--- config.mk ---
export PLATFORM = sky130hd
export DESIGN_NAME = overture_debug_ctrl
export DESIGN_NICKNAME = d
export VERILOG_FILES = /design/src/rtl/overture_debug_ctrl.sv
export SDC_FILE = /design/constraint.sdc
export NUM_CORES = 1
export LEC_CHECK = 0
export CORE_ASPECT_RATIO = 1.2
export CORE_MARGIN = 4
export CORE_UTILIZATION = 47
export DETAILED_ROUTE_END_ITERATION = 10
export GPL_TIMING_DRIVEN = 0
export PLACE_DENSITY = 0.73
export SLEW_MARGIN = 5
export SYNTH_ARGS = -nofsm -noshare
export SYNTH_HDL_FRONTEND = slang
export SYNTH_SLANG_ARGS = --single-unit
--- constraint.sdc ---
create_clock -name clk -period 7.7 [get_ports clk]
set_clock_uncertainty 0.15 [all_clocks]
set_input_delay 1.925 -clock clk [delete_from_list [all_inputs] [get_ports clk]]
set_output_delay 1.925 -clock clk [all_outputs]
set_load 0.005 [all_outputs]
--- src/rtl/overture_debug_ctrl.sv ---
// Debug controller for a small CPU: host commands drive run/halt/step/reset,
// with a single PC breakpoint and a saturating run-cycle counter.
//
// state       | meaning
// RESETTING   | cpu_reset held high while rst_cnt counts down
// HALTED      | CPU stopped, accepting all commands
// RUNNING     | CPU free-running until HALT or breakpoint match
// STEPPING    | CPU runs exactly step_cnt cycles, commands blocked
module overture_debug_ctrl (
  input  logic        clk,
  input  logic        reset,
  input  logic        cmd_valid,
  output logic        cmd_ready,
  input  logic [2:0]  cmd_op,
  input  logic [7:0]  cmd_arg,
  input  logic [7:0]  pc,
  input  logic [7:0]  instr_debug,
  output logic        cpu_run,
  output logic        cpu_reset,
  output logic        halted,
  output logic        bp_hit,
  output logic [7:0]  last_instr,
  output logic [15:0] cycle_count
);

  typedef enum logic [1:0] {
    S_RESETTING = 2'd0,
    S_HALTED    = 2'd1,
    S_RUNNING   = 2'd2,
    S_STEPPING  = 2'd3
  } state_t;

  localparam logic [2:0] OP_RUN       = 3'd1;
  localparam logic [2:0] OP_HALT      = 3'd2;
  localparam logic [2:0] OP_STEP      = 3'd3;
  localparam logic [2:0] OP_SET_BP    = 3'd4;
  localparam logic [2:0] OP_CLR_BP    = 3'd5;
  localparam logic [2:0] OP_CPU_RESET = 3'd6;
  localparam logic [2:0] OP_CLR_COUNT = 3'd7;

  state_t      state, state_nxt;
  logic [1:0]  rst_cnt, rst_cnt_nxt;
  logic [7:0]  step_cnt, step_cnt_nxt;
  logic        bp_en, bp_en_nxt;
  logic [7:0]  bp_addr, bp_addr_nxt;
  logic        skip_flag;
  logic        cmd_acc;
  logic        bp_match;

  assign cmd_ready = (state == S_HALTED) || (state == S_RUNNING);
  assign halted    = (state == S_HALTED);
  assign cpu_reset = (state == S_RESETTING);
  assign cmd_acc   = cmd_valid && cmd_ready;
  // skip_flag lets a resume from the breakpoint address execute that instruction
  assign bp_match  = (state == S_RUNNING) && bp_en && (pc == bp_addr) && !skip_flag;

  always_comb begin
    state_nxt    = state;
    rst_cnt_nxt  = rst_cnt;
    step_cnt_nxt = step_cnt;
    bp_en_nxt    = bp_en;
    bp_addr_nxt  = bp_addr;
    cpu_run      = 1'b0;
    case (state)
      S_RESETTING: begin
        rst_cnt_nxt = rst_cnt - 2'd1;
        if (rst_cnt <= 2'd1) state_nxt = S_HALTED;
      end
      S_HALTED: begin
        if (cmd_acc) begin
          case (cmd_op)
            OP_RUN: state_nxt = S_RUNNING;
            OP_STEP: begin
              if (cmd_arg != 8'd0) begin
                step_cnt_nxt = cmd_arg;
                state_nxt    = S_STEPPING;
              end
            end
            OP_CPU_RESET: begin
              rst_cnt_nxt = 2'd2;
              state_nxt   = S_RESETTING;
            end
            default: ;
          endcase
        end
      end
      S_RUNNING: begin
        cpu_run = !bp_match;
        if (bp_match || (cmd_acc && cmd_op == OP_HALT)) state_nxt = S_HALTED;
      end
      S_STEPPING: begin
        cpu_run      = 1'b1;
        step_cnt_nxt = step_cnt - 8'd1;
        if (step_cnt <= 8'd1) state_nxt = S_HALTED;
      end
      default: state_nxt = S_RESETTING;
    endcase
    if (cmd_acc && cmd_op == OP_SET_BP) begin
      bp_addr_nxt = cmd_arg;
      bp_en_nxt   = 1'b1;
    end
    if (cmd_acc && cmd_op == OP_CLR_BP) bp_en_nxt = 1'b0;
  end

  always_ff @(posedge clk or negedge reset) begin
    if (!reset) begin
      state       <= S_RESETTING;
      rst_cnt     <= 2'd2;
      step_cnt    <= 8'd0;
      bp_en       <= 1'b0;
      bp_addr     <= 8'd0;
      skip_flag   <= 1'b0;
      bp_hit      <= 1'b0;
      last_instr  <= 8'd0;
      cycle_count <= 16'd0;
    end else begin
      state     <= state_nxt;
      rst_cnt   <= rst_cnt_nxt;
      step_cnt  <= step_cnt_nxt;
      bp_en     <= bp_en_nxt;
      bp_addr   <= bp_addr_nxt;
      skip_flag <= (state_nxt == S_RUNNING) && (state != S_RUNNING);
      bp_hit    <= bp_match;
      if ((state_nxt == S_HALTED) && ((state == S_RUNNING) || (state == S_STEPPING)))
        last_instr <= instr_debug;
      // clear wins over a concurrent increment
      if (cmd_acc && cmd_op == OP_CLR_COUNT)
        cycle_count <= 16'd0;
      else if (cpu_run && cycle_count != 16'hFFFF)
        cycle_count <= cycle_count + 16'd1;
    end
  end

endmodule

* After elaboration in Yosys (flattened, before gate mapping)
Index checks and enable logic that the tools add are counted.
** Cells by class
- Reduce and logical (&&, ||, !) cells :: 24
- $add $sub $neg :: 3
- Muxes and demuxes :: 19
- Equality and inequality tests :: 19
- Magnitude comparators :: 2
** Operators by type and width (count)
- 2-to-1 mux 16 bit :: 2
- 2-to-1 mux 8 bit :: 3
- adder 16 x 1 -> 16 bit, second input constant :: 1
- inequality test 16 bit, second input constant :: 1
- one-hot mux 8 bit (2 select lines) :: 1
- 2-to-1 mux 2 bit :: 7
- == test 3 bit, second input constant :: 4
- logical AND 1 bit :: 11
- == test 8 bit :: 1
- <= comparator 8 x 1 -> 1 bit, second input constant :: 1
- inequality test 2 x 1 -> 1 bit, second input constant :: 4
- one-hot mux 2 bit (4 select lines) :: 1
- nonzero test 2 bit :: 4
- nonzero test 8 bit :: 1
- subtractor 8 x 1 -> 8 bit, second input constant :: 1
- == test 2 bit, second input constant :: 3
- == test 3 x 2 -> 1 bit, second input constant :: 2
- one-hot mux 2 bit (3 select lines) :: 1
- == test 2 x 1 -> 1 bit, second input constant :: 2
- one-hot mux 2 bit (2 select lines) :: 1
- AND reduction 4 bit :: 1
- == test 3 x 1 -> 1 bit, second input constant :: 1
- logical OR 1 bit :: 3
- AND reduction 3 bit :: 1
- other kinds (7) :: 9
** Word-level totals
- Register bits after elaboration :: 47
- Output and inout port bits :: 29
- Word-level logic and storage cells :: 76
- Input bits :: 30

* Longest topological paths before layout
Gate-level depths: netlist of run 1.
- Depth in word-level cells :: 9
- Gate-level depth with buffers :: 9
- Mapped depth without buffers :: 9

* Least setup slack after synthesis of run 1
Ideal clock, no wire load.
- Path type :: input-to-output
- Start point :: input pc[1]
- End point :: output cpu_run
- Arrival time :: 2.653 ns
- Path slack :: 2.972 ns
- Data required time :: 5.625 ns
- Path buffers :: 0
- Stages :: 4
- Cells stage by stage :: xnor2_1 nand4b_1 o31ai_1 nand2_1
** Between the ends
- Longest elaborated chain between the ends :: 5
** RTL lines
- from (decl) :: line 16 : input logic [7:0] pc,
- == test 8 bit :: line 55 : assign bp_match = (state == S_RUNNING) && bp_en && (pc == bp_addr) && !skip_flag;
- logical AND 1 bit (2 in a row) :: line 55
- logical NOT 1 bit :: line 88 : cpu_run = !bp_match;
- one-hot mux 1 bit (2 select lines) :: line 64 : case (state)
- to (decl) :: line 18 : output logic cpu_run,
Every way passes these cells.

* Worst setup path after layout of run 1
- Start point :: input pc[0]
- End point :: output cpu_run
The elaborated chain is that of the path after synthesis.

==> impl_metrics.py, run 1 <==
metrics = {
    "sta": {
        "relSlewSlack_pct": 54.9,
        "worst_slew_pin_slew_ns": 0.673,
        "rsz0062_at_grt": "false",
        "fmax_ghz": 0.173,
        "fin_ws_ns": 1.90,
        "finalHoldViolCount": 0,
        "period_share_pct": 75.3,
        "finalSetupTns_ns": 0,
        "setup_viol": 0,
        "min_period_ns": 5.80,
        "slew_violations": 0,
    },
    "critical_path": {
        "r2r_start": "state[0]",
        "critical_path_class": "in2out",
        "critPathLaunch": "pc[0]",
        "path_cells": "clkdlybuf4s50_1 > xnor2_1 > nand4_1 > o31ai_1 > nand2_1 > clkdlybuf4s50_1",
        "crit_path_frequent_cell": "clkdlybuf4s50_1",
        "r2r_end": "last_instr[2]",
        "critPathMaxFanout": 4,
        "crit_path_end_kind": "output port",
        "reg2reg_depth": 8,
        "r2r_slack_ns": 4.80,
        "cp.required_ns": 5.62,
        "arrival_ns": 3.72,
        "max_stage_delay_ns": 0.47,
        "crit_slowest_cell": "clkdlybuf4s50_1",
        "crit_end": "cpu_run",
        "crit_path_start_kind": "input pin",
    },
    "finish": {
        "fin_nets": 357,
        "layout-drive-gt1-share_pct": 10.0,
        "utilization_pct": 65.1,
        "diodes": 0,
        "final_cells": 380,
        "syn2layout_area_growth_pct": 31.2,
    },
    "place": {
        "dp_slack_ns": 1.91,
        "io_buffers": 57,
        "dpl.hpwl_um": 4270,
        "routabilityCongestion": 0.882,
        "place_inst": 372,
    },
    "power": {
        "swShare_pct": 32.9,
        "pwr_density_cell_nw_per_um2": 295,
        "cellInternalPower_mw": 0.655,
        "peakVddDrop_v": 0.000156,
        "switchingPower_mw": 0.321,
        "p_total_mw": 0.976,
        "clock_power_share_pct": 19.2,
        "pwr-share-seq_pct": 42.5,
        "leakagePower_nw": 1.38,
        "p_comb_share_pct": 38.3,
    },
    "routing": {
        "viasPerCell": 5.55,
        "wire_per_inst_um": 14.6,
        "drtIter0Drc": 83,
        "met3_length_um": 242,
        "top_layer": "met4",
        "drt-met1-wl_um": 2570,
        "wl_met2_um": 2630,
        "antenna_left": 0,
        "wirelength_um": 5570,
        "vias": 2109,
        "dr.pass1.iters": 4,
        "drc_errors": 0,
    },
    "grt": {
        "grt_start_max_net_pins": 25,
        "grt_first_pass_wirelength_um": 8980,
        "antenna_found_initial": 0,
        "gr-total-overflow": 0,
        "first_global_vias": 1954,
        "grt_usage_pct": 17.5,
    },
    "floorplan": {
        "dieArea_um2": 6610,
        "rows": 28,
        "io_pins": 59,
        "die_y_um": 88.3,
        "coreArea_um2": 5080,
        "die_width_um": 74.9,
        "initial_core_util_pct": 49.7,
    },
    "cts": {
        "clkTransAtPathRegs_ns": 0.08,
        "clock-sinks": 47,
        "postCtsHoldBufs": 0,
        "cts.htree.levels": 2,
        "cts-root-buf": "clkbuf_8",
        "cts_tree": "built",
        "clock_path_buffers": 2,
        "cts-resized-gates": 0,
        "cts_setup_buffers": 0,
        "clock_latency_ns": 0.30,
        "cts_made_buffers": 5,
    },
    "synthesis": {
        "seq_area_frac_synth_pct": 46.7,
        "ys_warn_count": 0,
        "synth-edff-count": 0,
        "ys_ff_latch": 47,
        "async_reset_ff_share_pct": 100,
        "syn_nets": 292,
        "synthDistinctLibCells": 45,
        "post_synth.cell_area_avg_um2": 9.93,
        "syn_area_um2": 2520,
        "ys.flop_type": "dfrtp_1",
        "synth_cells": 254,
    },
    "hold_path": {
        "hp-class": "reg2reg",
        "hp-start": "last_instr[7]",
    },
    "outcome": {
        "status": "complete, no violations",
    },
    "flow_run": {
        "drv_cap": 0,
    },
}
[registers in the layout (all words and copies together) (netlist names)]
name         flops
skip_flag        1
bp_en            1
last_instr       8
rst_cnt          2
step_cnt         8
bp_hit           1
bp_addr          8
state            2
cycle_count     16
[Yosys cell counts, drive strengths merged (2+ instances only)]
cell type / n / area share [%]
mux2i: 2 / 0.79
o21a: 3 / 0.89
a32oi: 2 / 0.69
nand3: 15 / 3.0
inv: 11 / 1.6
a22oi: 2 / 0.60
o211ai: 2 / 0.60
clkbuf: 3 / 0.45
nand4: 6 / 1.5
xnor2: 12 / 4.2
o31ai: 2 / 0.60
xor2: 10 / 3.5
ha: 8 / 4.0
dfrtp: 46 / 46
nand2b: 3 / 0.74
o22ai: 3 / 0.74
mux2: 16 / 7.1
a21oi: 12 / 2.4
or3: 3 / 0.94
nor3: 8 / 2.2
and2: 2 / 0.50
a31oi: 3 / 0.74
nand2: 22 / 3.3
nor2: 24 / 3.6
o21ai: 15 / 3.0
nor4: 3 / 0.74
[how the worst min path moves through the flow]
| stage | cells after the start | slack, ns | to |
|---|---|---|---|
| 3_5_place_dp | 1 | 0.34 | last_instr[7] |
| 4_1_cts | 1 | 0.36 | last_instr[7] |
| 2_1_floorplan | 2 | 0.33 | bp_en |
| 6_report | 1 | 0.36 | last_instr[7] |
| 5_1_grt | 1 | 0.38 | last_instr[7] |
| 3_3_place_gp | 1 | 0.34 | last_instr[7] |
[critical path: cells and delay by family]
family	cells	cell delay (ns)
buffers and inverters	2	0.93
AOI/OAI and AO/OA	1	0.47
xor gates and xnor gates	1	0.11
and+or+nand+nor	2	0.28
[routing by layer]
| metal | global-route usage (%) | vias to the layer above |
|---|---|---|
| li1 | - | 1037 |
| met1 | 23.2 | 1005 |
| met2 | 28.6 | 55 |
| met3 | 3.18 | 12 |
| met4 | 6.31 | 0 |
| met5 | 0 | - |
[through the flow]
stage | hold WS (ns) | instance area, um2
after global placement | 0.339 | 3170
after floorplan | 0.327 | 2520
after detailed placement | 0.345 | 3190
final | 0.358 | 3310
after CTS | 0.364 | 3310
after global routing | 0.383 | 3310
[power by group through the flow]
stage	Sequential, mW	Clock, mW	Combinational (mW)
6_report	0.415	0.188	0.373
3_3_place_gp	0.415	0	0.365
4_1_cts	0.415	0.194	0.376
2_1_floorplan	0.408	0	0.218
5_1_grt	0.429	0.202	0.418
3_5_place_dp	0.419	0	0.374
[cell usage in the layout, fill, tap and decap left out, types with 8 or more instances in the layout]
master           instances
clkdlybuf4s50_1         56
dfrtp_1                 46
nor2_1                  24
nand2_1                 22
mux2_2                  16
nand3_1                 15
o21ai_0                 15
xnor2_1                 12
a21oi_1                 12
inv_1                   11
xor2_1                  10
ha_1                     8
[area by class of cell]
class | instances | area (um2)
fill | 432 | 1770
multi-input combinational | 191 | 1280
sequential | 47 | 1180
timing repair buffer | 58 | 593
clock buffer | 6 | 82.6
tap | 60 | 75.1
inverter | 12 | 45.0
clock inverter | 2 | 35.0
buffer | 4 | 16.3
[cells by family after synthesis]
logic type / count (synthesis) / share of synthesized area [%]
XOR/XNOR: 22 / 7.64
multiplexers: 18 / 7.94
AND/OR/NAND/NOR: 91 / 18.0
AO/OA/AOI/OAI: 52 / 13.3
flip-flops: 47 / 46.7
adder cells (fa/ha/maj): 8 / 3.97
buffers and inverters: 16 / 2.43
Power figures use the tool's default switching activity.
==> inputs of run 2 (changes only) <==
clock period = 5.4 ns   (was 7.7 ns; I/O delays follow)
==> results of run 2 <==
Same layout as run 1 (identical final DEF). Status: complete, no violations.
Among the figures that moved: setup slack after placement 1.91 ns -> 0.760 ns; setup slack after layout 1.90 ns -> 0.755 ns; register-to-register setup slack 4.80 ns -> 2.50 ns; total power 0.976 mW -> 1.39 mW; worst IR drop on VDD 0.000156 V -> 0.000222 V
